==> src/rtl/mem_port_arbiter.sv <==
// mem_port_arbiter: shares one memory port between fetch (IF) and data (DM).
// Three-state FSM (IDLE / IF_BUSY / DM_BUSY), round-robin under contention,
// bounded wait of TIMEOUT cycles per access, and combinational stall outputs.
// Optional one-entry fetch buffer enabled by defining MEMARB_FETCH_BUF_EN.
module mem_port_arbiter #(
  parameter int TIMEOUT = 16
) (
  input  logic        clk_i,
  input  logic        rst_n_i,
  input  logic        if_req_i,
  input  logic [31:0] if_addr_i,
  output logic [31:0] if_rdata_o,
  output logic        if_ready_o,
  input  logic        dm_req_i,
  input  logic        dm_we_i,
  input  logic [31:0] dm_addr_i,
  input  logic [31:0] dm_wdata_i,
  output logic [31:0] dm_rdata_o,
  output logic        dm_ready_o,
  output logic        mem_req_o,
  output logic        mem_we_o,
  output logic [31:0] mem_addr_o,
  output logic [31:0] mem_wdata_o,
  input  logic [31:0] mem_rdata_i,
  input  logic        mem_ack_i,
  output logic        stall_f_o,
  output logic        stall_m_o,
  output logic        err_o
);
  localparam int CW = (TIMEOUT > 1) ? $clog2(TIMEOUT) : 1;
  localparam logic [CW-1:0] CNT_LAST = CW'(TIMEOUT - 1);
  localparam logic GRANT_F = 1'b0;
  localparam logic GRANT_D = 1'b1;

  typedef enum logic [1:0] {IDLE, IF_BUSY, DM_BUSY} state_t;

  state_t          state_q, state_d;
  logic            last_grant_q;
  logic [CW-1:0]   wait_cnt_q;
  logic            busy, timeout, done;
  logic            fetch_done, data_done;
  logic            if_want, grant_if, grant_dm;
  logic            buf_hit;
  logic [31:0]     buf_data_q;

  assign busy       = (state_q != IDLE);
  // Timeout only counts when the memory has not answered; ack wins a tie.
  assign timeout    = busy && !mem_ack_i && (wait_cnt_q == CNT_LAST);
  assign done       = busy && (mem_ack_i || timeout);
  assign fetch_done = (state_q == IF_BUSY) && done;
  assign data_done  = (state_q == DM_BUSY) && done;

`ifdef MEMARB_FETCH_BUF_EN
  logic        buf_valid_q;
  logic [31:0] buf_addr_q;
  logic [31:0] buf_addr_nx;
  logic        buf_fill, buf_kill;

  // A buffered fetch is served while the port is idle or busy with data.
  assign buf_hit     = buf_valid_q && if_req_i && (if_addr_i == buf_addr_q) &&
                       (state_q != IF_BUSY);
  assign buf_fill    = fetch_done && mem_ack_i;
  // Compare a granted store against the entry as it will be after this edge,
  // so a fill and a matching store in the same cycle leave the entry invalid.
  assign buf_addr_nx = buf_fill ? mem_addr_o : buf_addr_q;
  assign buf_kill    = timeout || (grant_dm && dm_we_i && (dm_addr_i == buf_addr_nx));

  // Fetch buffer: filled on fetch ack, invalidated by matching store or timeout.
  always_ff @(posedge clk_i or negedge rst_n_i) begin
    if (!rst_n_i) begin
      buf_valid_q <= 1'b0;
      buf_addr_q  <= '0;
      buf_data_q  <= '0;
    end else begin
      if (buf_fill) begin
        buf_addr_q <= mem_addr_o;
        buf_data_q <= mem_rdata_i;
      end
      if (buf_kill)      buf_valid_q <= 1'b0;
      else if (buf_fill) buf_valid_q <= 1'b1;
    end
  end

  assign if_want = if_req_i && !buf_hit;
`else
  assign buf_hit    = 1'b0;
  assign buf_data_q = '0;
  assign if_want    = if_req_i;
`endif

  // State register.
  always_ff @(posedge clk_i or negedge rst_n_i) begin
    if (!rst_n_i) state_q <= IDLE;
    else          state_q <= state_d;
  end

  // Next state and grant decisions; completion hands over to a pending peer.
  always_comb begin
    state_d  = state_q;
    grant_if = 1'b0;
    grant_dm = 1'b0;
    case (state_q)
      IDLE: begin
        if (dm_req_i && (!if_want || last_grant_q == GRANT_F)) grant_dm = 1'b1;
        else if (if_want)                                     grant_if = 1'b1;
      end
      IF_BUSY: if (done) begin
        if (dm_req_i) grant_dm = 1'b1;
        else          state_d  = IDLE;
      end
      DM_BUSY: if (done) begin
        if (if_want) grant_if = 1'b1;
        else         state_d  = IDLE;
      end
      default: state_d = IDLE;
    endcase
    if (grant_dm)      state_d = DM_BUSY;
    else if (grant_if) state_d = IF_BUSY;
  end

  // Memory port registers, round-robin pointer and wait counter.
  always_ff @(posedge clk_i or negedge rst_n_i) begin
    if (!rst_n_i) begin
      mem_req_o    <= 1'b0;
      mem_we_o     <= 1'b0;
      mem_addr_o   <= '0;
      mem_wdata_o  <= '0;
      last_grant_q <= GRANT_F;
      wait_cnt_q   <= '0;
    end else if (grant_dm) begin
      mem_req_o    <= 1'b1;
      mem_we_o     <= dm_we_i;
      mem_addr_o   <= dm_addr_i;
      mem_wdata_o  <= dm_wdata_i;
      last_grant_q <= GRANT_D;
      wait_cnt_q   <= '0;
    end else if (grant_if) begin
      mem_req_o    <= 1'b1;
      mem_we_o     <= 1'b0;
      mem_addr_o   <= if_addr_i;
      mem_wdata_o  <= '0;
      last_grant_q <= GRANT_F;
      wait_cnt_q   <= '0;
    end else if (done) begin
      mem_req_o    <= 1'b0;
      mem_we_o     <= 1'b0;
      mem_addr_o   <= '0;
      mem_wdata_o  <= '0;
      wait_cnt_q   <= '0;
    end else if (busy) begin
      wait_cnt_q   <= wait_cnt_q + CW'(1);
    end
  end

  assign if_ready_o = fetch_done || buf_hit;
  assign if_rdata_o = buf_hit                  ? buf_data_q  :
                      (fetch_done && mem_ack_i) ? mem_rdata_i : '0;
  assign dm_ready_o = data_done;
  assign dm_rdata_o = (data_done && mem_ack_i && !mem_we_o) ? mem_rdata_i : '0;
  assign err_o      = timeout;
  // Held low during reset so every output is quiet while rst_n_i is low.
  assign stall_f_o  = rst_n_i && if_req_i && !if_ready_o;
  assign stall_m_o  = rst_n_i && dm_req_i && !dm_ready_o;
endmodule
==> config.mk <==
export PLATFORM = sky130hd
export DESIGN_NAME = mem_port_arbiter
export DESIGN_NICKNAME = d
export VERILOG_FILES = /design/src/rtl/mem_port_arbiter.sv
export SDC_FILE = /design/constraint.sdc
export NUM_CORES = 1
export LEC_CHECK = 0
export ABC_AREA = 1
export CAP_MARGIN = 20
export CORE_ASPECT_RATIO = 0.7
export CORE_MARGIN = 8
export CORE_UTILIZATION = 33
export CTS_CLUSTER_SIZE = 16
export DETAILED_ROUTE_END_ITERATION = 16
export GPL_TIMING_DRIVEN = 1
export HOLD_SLACK_MARGIN = 0.05
export PLACE_DENSITY = 0.77
export SLEW_MARGIN = 20
export SYNTH_ARGS = -nofsm -noshare
export SYNTH_HDL_FRONTEND = slang
export SYNTH_SLANG_ARGS = --single-unit
==> constraint.sdc <==
create_clock -name clk_i -period 1.8 [get_ports clk_i]
set_input_delay 0.54 -clock clk_i [delete_from_list [all_inputs] [get_ports clk_i]]
set_output_delay 0.54 -clock clk_i [all_outputs]
set_load 0.03 [all_outputs]
Word-level counts from Yosys, hierarchy flattened
Index checks and enable logic that the tools add are counted.
- logic and storage cells: 76
- latch bits: 0
- input port bits: 134
- bits in writable memories: 0
- output and inout bits: 135
- register bits: 73
- memories kept: 0
- ROM bits: 0
- muxes and demuxes: 33
- bitwise operators: 1
- shifts and indexed selects: 0
- equality and inequality tests: 8
- reduce and logical (&&, ||, !) cells: 26
- div/mod/pow operators: 0
- multipliers: 0
- add/sub/neg operators: 1
- magnitude comparators: 0
- operators with widths (kind ; number):
    32-bit 2-to-1 mux ; 7
    4-bit 2-to-1 mux ; 4
    4-bit != test (second input constant) ; 4
    1-bit logical AND ; 13
    1-bit 2-to-1 mux ; 13
    2-bit 2-to-1 mux ; 6
    2-bit one-hot mux with 3 select lines ; 1
    1-bit zero test ; 5
    5-bit AND reduction ; 1
    4-bit by 1-bit adder with 4-bit output (second input constant) ; 1
    4-bit == test (second input constant) ; 1
    1-bit one-hot mux with 2 select lines ; 2
    2-bit nonzero test ; 2
    4-bit nonzero test ; 1
    3-bit != test (second input constant) ; 1
    3-bit nonzero test ; 1
    2-bit by 1-bit == test with 1-bit output (second input constant) ; 1
    2-bit == test (second input constant) ; 1
    2-bit zero test ; 1
    1-bit logical OR ; 2
    1-bit NOT ; 1

Depth between registers and ports, before layout
Gate-level depths: netlist of run 1.
- word-level depth: 9
- mapped depth: 10
- gate-level depth less buffers: 9

Worst setup path after synthesis of run 1
OpenSTA, ideal clock, no wires.
- path kind: register to output
- start: reg wait_cnt_q[0]
- end: out stall_f_o
- buffers on the path: 0
- arrival: 1730 ps
- required time: 1260 ps
- cell stages (with the launch flop): 7
- path slack: -470 ps
- path through: dfrtp_1 ha_1 nand3_1 a21oi_4 nand2_1 inv_1 nor3_1
- word-level cells in the longest chain between the ends: 7
- RTL lines (element ; RTL line ; source):
    start: declaration ; 39 ; logic [CW-1:0] wait_cnt_q;
    start signal: assignment ; 151 ; wait_cnt_q <= wait_cnt_q + CW'(1);
    4-bit == test ; 48 ; assign timeout = busy && !mem_ack_i && (wait_cnt_q == CNT_LAST);
    1-bit logical AND ; 48 ;
    1-bit logical OR ; 49 ; assign done = busy && (mem_ack_i || timeout);
    1-bit logical AND ; 49 ;
    1-bit logical AND ; 50 ; assign fetch_done = (state_q == IF_BUSY) && done;
    named net if_ready_o ; 13 ; output logic if_ready_o,
    1-bit zero test ; 162 ; assign stall_f_o = rst_n_i && if_req_i && !if_ready_o;
    1-bit logical AND ; 162 ;
    end: declaration ; 26 ; output logic stall_f_o,
The timed path passes the listed nets, and every way through them passes these cells.

Worst setup path after layout of run 1
- start: reg state_q[0]
- end: out dm_rdata_o[8]
- word-level cells in the longest chain between the ends: 9
- elaborated cells on any way between the ends: 10
- classes of those cells: 1 x eq/ne; 1 x mux; 8 x reduce/logical
- RTL lines (element ; RTL line ; source):
    start: declaration ; 37 ; state_t state_q, state_d;
    start signal: assignment ; 94 ; else state_q <= state_d;
    2-bit nonzero test ; 46 ; assign busy = (state_q != IDLE);
    1-bit logical AND (2 in series) ; 48 ;
    1-bit logical OR ; 49 ;
    1-bit logical AND ; 49 ;
    1-bit logical AND (*) ; 51 ; assign data_done = (state_q == DM_BUSY) && done;
    1-bit logical AND (*) (2 in series) ; 159 ; assign dm_rdata_o = (data_done && mem_ack_i && !mem_we_o) ? mem_rdata_i : '0;
    32-bit 2-to-1 mux (*) ; 159 ;
    end: declaration ; 18 ; output logic [31:0] dm_rdata_o,
Mark *: on every way between the ends. The rest lies on a longest branch, timed or not.

==> results of run 1 <==
## timing repair
item	4_1_cts	5_1_grt
resized for setup	203	241
pin swaps	17	65
setup endpoints to repair	206	143
cloned	8	21
endpoints found under the hold margin	0	0
setup buffers	19	10
## per-layer routing
metal  track usage  vias up  part of all wire
met4        0.0740        0             0.026
li1              -     2306                 -
met5             0        -                 0
met1         0.236     2380              0.37
met3         0.102       41              0.10
met2         0.393      270              0.50
## worst max-delay path: stages, from the launching register on
cell	delay (ps)
dfrtp_2	450
nor2_4	150
buf_6	130
nand2_8	80
buf_12	140
buf_16	140
nor2_4	100
buf_6	140
## synth_stat cells
cell and n:
a21oi_4 1, dfrtp_1 73, nor2_1 75, clkbuf_1 6, o21ai_0 3, nor3_1 4
nand4_1 3, nand2_1 279, ha_1 1, buf_4 6, nor2_4 1, buf_2 5
nand2_2 2, buf_6 6, inv_1 79, or2_1 1, nand3_1 11
## final cells by class
cell class                      count  area share
Timing Repair Buffer              352       0.434
Clock inverter                      6     0.00529
Clock buffer                       10      0.0259
Sequential cell                    73       0.198
Inverter                           79      0.0332
Tap cell                          153      0.0208
Multi-Input combinational cell    381       0.283
## worst paths after layout
| check | startpoint | slack, ps | cells past startpoint | to |
|---|---|---|---|---|
| max | state_q[0]$_DFFE_PN0P_ | -410 | 7 | dm_rdata_o[8] |
| min | mem_wdata_o[14]$_DFFE_PN0P_ | 470 | 2 | mem_wdata_o[14]$_DFFE_PN0P_ |
| max reg2reg | wait_cnt_q[0]$_DFFE_PN0P_ | -80 | 13 | mem_addr_o[25]$_DFFE_PN0P_ |
| min reg2reg | mem_wdata_o[14]$_DFFE_PN0P_ | 470 | 2 | mem_wdata_o[14]$_DFFE_PN0P_ |
| max in group asynchronous | rst_n_i | 550 | 3 | state_q[0]$_DFFE_PN0P_ |
| min in group asynchronous | rst_n_i | 590 | 3 | mem_addr_o[23]$_DFFE_PN0P_ |
## registers in the layout, summed over array words and instances, names as in the netlist
name          flops
last_grant_q      1
mem_addr_o       32
mem_req_o         1
mem_wdata_o      32
mem_we_o          1
state_q           2
wait_cnt_q        4
## kinds of logic (layout without fill, tap and decap cells)
| family | count (synthesis) | count (layout) | synth area share |
|---|---|---|---|
| and+or+nand+nor | 376 | 376 | 0.384 |
| buffers and inverters | 102 | 447 | 0.121 |
| DFF | 73 | 73 | 0.483 |
| AOI/OAI and AO/OA | 4 | 4 | 0.00828 |
| adders and majority gates | 1 | 1 | 0.00331 |
## power groups by stage
stage	clock [mW]	combinational [mW]	sequential, mW
CTS	1.75	7.86	2.81
detailed placement	0	6.84	2.84
finish	1.73	10.0	3.05
global placement	0	6.72	2.80
floorplan	0	2.50	4.18
global route	1.83	10.5	3.14
## per-stage QoR
stage          hold WS [ps]  std cells  power (mW)  worst slack [ps]  TNS [ps]
5_1_grt                 499       1054        15.5              -443    -30130
3_3_place_gp            453        989        9.52              -800    -61370
4_1_cts                 468       1031        12.4              -359    -24140
2_1_floorplan           244        556        6.68              -102     -3510
3_5_place_dp            457        989        9.67              -806    -67480
6_report                475       1054        14.8              -407    -22700
## cells in the final DEF, fill, tap and decap left out, drive strengths merged
cell type / synthesis / layout
a21oi: 1 / 1
nand3: 11 / 11
dfrtp: 73 / 73
clkdlybuf4s50: 0 / 129
ha: 1 / 1
nand4: 3 / 3
nand2: 281 / 281
nor2: 76 / 76
or2: 1 / 1
nor3: 4 / 4
clkbuf: 6 / 26
o21ai: 3 / 3
clkdlybuf4s15: 0 / 1
buf: 17 / 139
dlygate4sd2: 0 / 67
inv: 79 / 82
clkinvlp: 0 / 3
==> impl_metrics.py, run 1 <==
metrics = {
    "status": {
        "outcome": "finished, violations left",
        "failed_checks": "setup timing",
    },
    "global_route": {
        "grt_usage": 0.225,
        "antenna_found_initial": 0,
        "grt_max_degree": 74,
        "grt-ovfl-total": 0,
        "grt_first_pass_wirelength_mm": 26.7,
        "grt_pass1_vias": 5030,
    },
    "cells_and_area": {
        "drive_gt1_frac": 0.442,
        "antenna_cells": 0,
        "multi_input_area_um2": 2610,
        "area_growth_syn_to_layout_pct": 144,
        "nets": 1031,
        "fin_util": 0.831,
        "fillers": 596,
        "regArea_um2": 1830,
        "final_area_um2": 9220,
    },
    "routing": {
        "drt-total-wl_mm": 21.1,
        "drtAntennaViolNets": 0,
        "drt-pass1-iter-count": 4,
        "vias": 4997,
        "route.detailed.drc": 0,
        "drt_first_iter_violations": 159,
        "wl_per_cell_um": 20.0,
        "viasPerCell": 4.74,
    },
    "sta": {
        "fmax_mhz": 453,
        "fin_crit_sh": 1.23,
        "fin_ws_ps": -407,
        "slew-limit-headroom": 0.370,
        "rsz0062_at_grt": "true",
        "worstMarginPinSlew_ps": 945,
        "clock_skew_ps": 13.6,
        "setup_violations": 135,
        "drv_slew": 0,
        "finalHoldViolCount": 0,
        "fin_crit_ps": 2210,
    },
    "clock_network": {
        "holdBufCountCts": 0,
        "cts_buffers": 9,
        "htree_levels": 3,
        "clk_pin_slew_worst_paths_ps": 70,
        "tritoncts": "yes",
        "cts.sinks": 73,
        "cts_root_buf": "clkbuf_16",
        "clkLatencyLatePin_ps": 330,
        "clockBufferDepth": 2,
    },
    "worst_setup_path": {
        "startpoint_type": "register",
        "critPathKind": "reg -> out",
        "worst_setup_path_end_kind": "output port",
        "arrival_ps": 1670,
        "crit_fanout": 6,
        "cp.required_ps": 1260,
    },
    "floorplan": {
        "ios": 269,
        "row_count": 32,
        "die_x_um": 144,
        "core_area_um2": 11100,
        "start_util": 0.341,
        "die_h_um": 106,
        "die-area_um2": 15200,
    },
    "synthesis": {
        "syn_inst": 556,
        "ys_types": 17,
        "syn_avg_cell_area_um2": 6.80,
        "synth_top_area_share": 0.483,
        "synth_top_area_cell": "dfrtp_1",
        "synth_nets": 691,
        "yosysSeqAreaShare": 0.483,
        "synth_warnings": 0,
        "yosys-top-cells-area": "dfrtp_1 (48%), nand2_1 (28%), inv_1 (7.8%), nor2_1 (7.4%), buf_6 (1.8%)",
        "ys_seq_elements": 73,
        "synth_area_um2": 3780,
    },
    "power": {
        "p_sw_frac": 0.478,
        "internal_power_mw": 7.73,
        "switching_power_mw": 7.09,
        "p_seq_frac": 0.206,
        "powerDensity_nw_per_um2": 1610,
        "p_leak_nw": 4.86,
        "p_clk_frac": 0.117,
        "p_comb_frac": 0.677,
        "ir_drop_mv": 0.878,
    },
    "place": {
        "port_buffers": 268,
        "dp_hpwl_mm": 12.0,
        "gp_congestion": 0.889,
        "place_area_um2": 7000,
    },
    "job": {
        "maxCapViolations": 0,
    },
    "hold_path": {
        "hp-class": "reg -> reg",
    },
}
Note: power is estimated with default switching activity, not from simulation.
==> inputs of run 2 (changes only) <==
--- a/config.mk
+++ b/config.mk
@@ -15,6 +15,7 @@
 export GPL_TIMING_DRIVEN = 1
 export HOLD_SLACK_MARGIN = 0.05
 export PLACE_DENSITY = 0.77
+export REMOVE_ABC_BUFFERS = 1
 export SLEW_MARGIN = 20
 export SYNTH_ARGS = -nofsm -noshare
 export SYNTH_HDL_FRONTEND = slang
==> impl_metrics.py, run 2 (synthesis gave the netlist of run 1 again) <==
metrics = {
    "worst_setup_path": {
        "cp.required_ps": 1260,
        "worst_setup_path_end_kind": "output port",
        "startpoint_type": "register",
        "arrival_ps": 1590,
        "r2r_slack_ps": -70,
        "critPathKind": "reg -> out",
        "crit_fanout": 32,
    },
    "clock_network": {
        "cts.sinks": 73,
        "cts_buffers": 9,
        "cts_root_buf": "clkbuf_16",
        "clkLatencyLatePin_ps": 330,
        "clockBufferDepth": 2,
        "htree_levels": 3,
        "holdBufCountCts": 0,
        "tritoncts": "yes",
        "clk_pin_slew_worst_paths_ps": 60,
    },
    "global_route": {
        "grt_pass1_vias": 4763,
        "grt-ovfl-total": 0,
        "grt_usage": 0.214,
        "antenna_found_initial": 0,
        "grt_first_pass_wirelength_mm": 25.4,
        "grt_max_degree": 60,
    },
    "cells_and_area": {
        "fillers": 831,
        "antenna_cells": 0,
        "drive_gt1_frac": 0.232,
        "layout_common_cells": "nand2_1 (276), clkdlybuf4s50_1 (129), inv_1 (74)",
        "nets": 999,
        "top_regs": "mem_addr_o (32), mem_wdata_o (32), wait_cnt_q (4)",
        "final_area_um2": 7900,
        "final_common_cell": "nand2_1",
        "area_growth_syn_to_layout_pct": 109,
    },
    "routing": {
        "route.detailed.drc": 0,
        "drt-total-wl_mm": 17.7,
        "drtAntennaViolNets": 0,
        "drt_first_iter_violations": 184,
        "viasPerCell": 4.54,
        "drt-pass1-iter-count": 4,
        "wl_per_cell_um": 17.3,
        "vias": 4635,
    },
    "place": {
        "gp_congestion": 0.961,
        "pre_cts_ws_ps": -596,
        "place_area_um2": 6710,
        "dp_hpwl_mm": 12.5,
        "port_buffers": 268,
    },
    "sta": {
        "slew-limit-headroom": 0.510,
        "setup_violations": 113,
        "fmax_mhz": 470,
        "worstMarginPinSlew_ps": 734,
        "fin_crit_sh": 1.18,
        "rsz0062_at_grt": "true",
        "fin_ws_ps": -327,
        "drv_slew": 0,
        "fin_crit_ps": 2130,
        "finalHoldViolCount": 0,
        "clock_skew_ps": 7.66,
    },
    "status": {
        "failed_checks": "setup timing",
        "outcome": "finished, violations left",
    },
    "job": {
        "maxCapViolations": 0,
    },
    "power": {
        "ir_drop_mv": 0.922,
        "p_leak_nw": 4.26,
        "powerDensity_nw_per_um2": 1570,
    },
    "hold_path": {
        "hp-class": "in -> async",
    },
    "floorplan": {
        "start_util": 0.341,
        "ios": 269,
        "row_count": 32,
        "die-area_um2": 15200,
        "die_h_um": 106,
        "die_x_um": 144,
        "core_area_um2": 11100,
    },
}
## run 2: changes by cell type in the layout (fill, tap and decap cells not counted), sizes merged, moves of 2 or more
cell          change
inv               -3
clkinvlp          -2
clkbuf            -8
bufinv            +3
buf              -23
dlymetal6s2s      +2
## run 2: layer usage
metal	up-vias	GRT usage	part of all wire	wire (um)
met1	2154	0.222	0.37	6620
met3	19	0.0852	0.098	1730
met4	0	0.0449	0.011	194
met5	-	0	0	0
li1	2236	-	-	-
met2	226	0.398	0.52	9140
## run 2: critical path: stages (launching register included)
cell and delay (ps):
dfrtp_2 420, inv_1 70, nor2_1 140, nand2_1 120, buf_12 180, nor2_1 140, buf_4 180
## run 2: per-stage QoR
stage	instances	util	power, mW	TNS, ps	hold WS (ps)
global placement	983	0.605	9.32	-63370	453
finish	1022	0.712	12.4	-19050	205
CTS	1008	0.679	11.6	-26740	197
global route	1022	0.712	13.1	-31400	208
floorplan	533	-	6.12	-158570	244
detailed placement	983	0.605	9.47	-65380	459
## run 2: cell type report
cell class	instances	area, um2	area share
clock buffers	11	243	0.0307
clock inverters	5	103	0.0130
inverters	79	297	0.0375
multi-input cells	381	1880	0.238
flip-flops and latches	73	1830	0.231
well taps	153	191	0.0242
repair buffers	320	3360	0.425
## run 2: timing repair
action / in CTS / in global routing
hold endpoints to repair: 0 / 0
cloned: 3 / 6
buffers inserted: 6 / 10
pin swaps: 10 / 12
endpoints found under the setup margin: 206 / 142
gates resized for setup: 188 / 33
## run 2: power breakdown
part | internal [mW] | total (mW) | switching [mW]
Clock | 1.39 | 2.06 | 0.669
Sequential | 2.39 | 2.82 | 0.427
Combinational | 2.99 | 7.54 | 4.55
## run 2: final timing paths
check	endpoint	startpoint	cells after the start
setup / recovery	if_rdata_o[16]	state_q[0]$_DFFE_PN0P_	6
hold / removal	wait_cnt_q[1]$_DFFE_PN0P_	rst_n_i	2
setup reg to reg	mem_wdata_o[4]$_DFFE_PN0P_	wait_cnt_q[0]$_DFFE_PN0P_	11
hold reg to reg	mem_addr_o[14]$_DFFE_PN0P_	mem_addr_o[14]$_DFFE_PN0P_	2
max in group asynchronous	mem_wdata_o[4]$_DFFE_PN0P_	rst_n_i	2
min in group clk_i	mem_addr_o[14]$_DFFE_PN0P_	mem_addr_o[14]$_DFFE_PN0P_	2
==> inputs of run 3 (changes only) <==
--- a/config.mk
+++ b/config.mk
@@ -5,8 +5,7 @@
 export SDC_FILE = /design/constraint.sdc
 export NUM_CORES = 1
 export LEC_CHECK = 0
-export ABC_AREA = 1
-export CAP_MARGIN = 20
+export CAP_MARGIN = 0
 export CORE_ASPECT_RATIO = 0.7
 export CORE_MARGIN = 8
 export CORE_UTILIZATION = 33
@@ -14,7 +13,7 @@
 export DETAILED_ROUTE_END_ITERATION = 16
 export GPL_TIMING_DRIVEN = 1
 export HOLD_SLACK_MARGIN = 0.05
-export PLACE_DENSITY = 0.77
+export PLACE_DENSITY = 0.78
 export REMOVE_ABC_BUFFERS = 1
 export SLEW_MARGIN = 20
 export SYNTH_ARGS = -nofsm -noshare
==> impl_metrics.py, run 3 <==
metrics = {
    "synthesis": {
        "synth_warnings": 0,
        "yosysSeqAreaShare": 0.493,
        "synth_commonest_cells": "dfrtp_1 (73), and2_1 (64), inv_1 (35)",
        "synth_top_area_share": 0.493,
        "ys_seq_elements": 73,
        "ys_types": 34,
        "synth_edf_count": 0,
        "synth.most_common_cell": "dfrtp_1",
        "yosys-top-cells-area": "dfrtp_1 (49%), and2_1 (11%), a221o_1 (8.6%), a22o_1 (8.0%), a2111oi_0 (7.6%)",
        "synth_area_um2": 3700,
        "syn_inst": 345,
        "syn_avg_cell_area_um2": 10.7,
        "synth_top_area_cell": "dfrtp_1",
        "synth_top_flop_cell": "dfrtp_1",
        "async_reset_ff_frac": 1.00,
    },
    "floorplan": {
        "row_count": 32,
        "die_h_um": 105,
        "core_area_um2": 11000,
        "die_x_um": 143,
        "die-area_um2": 14900,
        "start_util": 0.338,
        "ios": 269,
    },
    "sta": {
        "fin_crit_sh": 1.24,
        "clock_skew_ps": 5.64,
        "rsz0062_at_grt": "true",
        "finalHoldViolCount": 0,
        "drv_slew": 0,
        "fmax_mhz": 448,
        "slew-limit-headroom": 0.668,
        "holdWs_ps": 258,
        "worstMarginPinSlew_ps": 485,
        "setup_violations": 139,
        "fin_crit_ps": 2230,
        "fin_ws_ps": -433,
    },
    "cells_and_area": {
        "area_growth_syn_to_layout_pct": 118,
        "final_common_cell": "clkdlybuf4s50_1",
        "top_regs": "mem_addr_o (32), mem_wdata_o (32), wait_cnt_q (4)",
        "finalNonFillerCells": 821,
        "antenna_cells": 0,
        "final_area_um2": 8090,
        "drive_gt1_frac": 0.359,
        "nets": 799,
        "layout_common_cells": "clkdlybuf4s50_1 (129), buf_6 (83), dfrtp_1 (73)",
    },
    "worst_setup_path": {
        "cp_slowest_cell": "dfrtp_1",
        "cp.required_ps": 1260,
        "startpoint_type": "register",
        "critPathMaxStageDelay_ps": 380,
        "crit_fanout": 8,
        "cp_common_cell": "buf_12",
        "arrival_ps": 1690,
        "cp_cell_sequence": "nand2b_4, nor3_4, buf_12, buf_12, buf_16, and2_4, buf_6",
        "worst_setup_path_end_kind": "output port",
        "crit_family": "buffers and inverters",
        "critPathKind": "reg -> out",
        "crit_buf_inv": 4,
    },
    "place": {
        "dp_hpwl_mm": 11.6,
        "gp_congestion": 0.793,
        "port_buffers": 268,
        "dp.cells": 763,
        "place_area_um2": 6630,
    },
    "global_route": {
        "grt-ovfl-total": 0,
        "grt_usage": 0.242,
        "grt_first_pass_wirelength_mm": 28.0,
        "grt_max_degree": 74,
        "antenna_found_initial": 0,
        "grt_pass1_vias": 4734,
    },
    "clock_network": {
        "cts.sinks": 73,
        "holdBufCountCts": 0,
        "htree_levels": 3,
        "clockBufferDepth": 2,
        "tritoncts": "yes",
        "clk_pin_slew_worst_paths_ps": 60,
        "cts_buffers": 9,
        "cts_root_buf": "clkbuf_16",
        "clkLatencyLatePin_ps": 330,
    },
    "routing": {
        "viasPerCell": 5.29,
        "route.detailed.drc": 0,
        "drtAntennaViolNets": 0,
        "drt-pass1-iter-count": 4,
        "vias": 4342,
        "wl_per_cell_um": 23.4,
        "drt-total-wl_mm": 19.2,
        "drt_first_iter_violations": 210,
    },
    "hold_path": {
        "hp-class": "in -> async",
    },
    "status": {
        "outcome": "finished, violations left",
        "failed_checks": "setup timing",
    },
    "power": {
        "powerDensity_nw_per_um2": 1480,
        "p_leak_nw": 3.86,
        "power_mw": 12.0,
        "ir_drop_mv": 0.730,
    },
    "job": {
        "maxCapViolations": 0,
    },
}
-- run 3: layout make-up --
class	instances	area, um2
Inverter	35	131
Timing Repair Buffer	342	3780
Tap cell	153	191
Sequential cell	73	1830
Multi-Input combinational cell	203	1850
Clock inverter	5	81.3
Fill cell	737	2880
Clock buffer	10	229
-- run 3: logic make-up (layout without fill, tap and decap cells) --
logic type,Yosys count,in the layout,synth area share
and+or+nand+nor,89,89,0.144
adders and majority gates,1,1,0.00338
AOI/OAI and AO/OA,113,113,0.278
buffers and inverters,69,392,0.0824
DFF,73,73,0.493
-- run 3: where the power goes --
group          switching, mW  total, mW  internal [mW]
registers              0.395       2.68           2.29
clock network          0.681       1.89           1.21
logic                   3.87       7.38           3.52
-- run 3: path summary, 6_finish.rpt --
path | cells past startpoint | startpoint | slack (ps) | to
min in group clk_i | 1 | mem_wdata_o[0]$_DFFE_PN0P_ | 490 | mem_wdata_o[0]$_DFFE_PN0P_
worst max-delay path | 7 | state_q[0]$_DFFE_PN0P_ | -430 | dm_rdata_o[2]
worst min-delay path | 2 | rst_n_i | 260 | mem_addr_o[4]$_DFFE_PN0P_
worst min register to register | 1 | mem_wdata_o[0]$_DFFE_PN0P_ | 490 | mem_wdata_o[0]$_DFFE_PN0P_
max in group asynchronous | 2 | rst_n_i | 1220 | mem_addr_o[7]$_DFFE_PN0P_
worst max register to register | 12 | state_q[1]$_DFFE_PN0P_ | -390 | mem_addr_o[14]$_DFFE_PN0P_
-- run 3: routing by layer --
| layer | wire, um | track usage | vias to the layer above |
|---|---|---|---|
| met2 | 9480 | 0.416 | 231 |
| li1 | - | - | 1924 |
| met1 | 7880 | 0.284 | 2142 |
| met3 | 1220 | 0.0582 | 45 |
| met4 | 627 | 0.103 | 0 |
| met5 | 0 | 0 | - |
-- run 3: what timing repair did --
| action | 4_1_cts | 5_1_grt |
|---|---|---|
| cloned | 13 | 3 |
| setup buffers | 23 | 9 |
| pin swaps | 52 | 16 |
| gates resized for setup | 230 | 32 |
| setup endpoints to repair | 202 | 139 |
-- run 3: through the flow --
stage          utilization  setup TNS, ps  worst slack (ps)
6_report             0.737         -44570              -433
5_1_grt              0.737         -50470              -499
4_1_cts              0.724         -37910              -446
3_5_place_dp         0.604         -66880              -609
3_3_place_gp         0.604         -65150              -578
2_1_floorplan            -        -282880             -3260
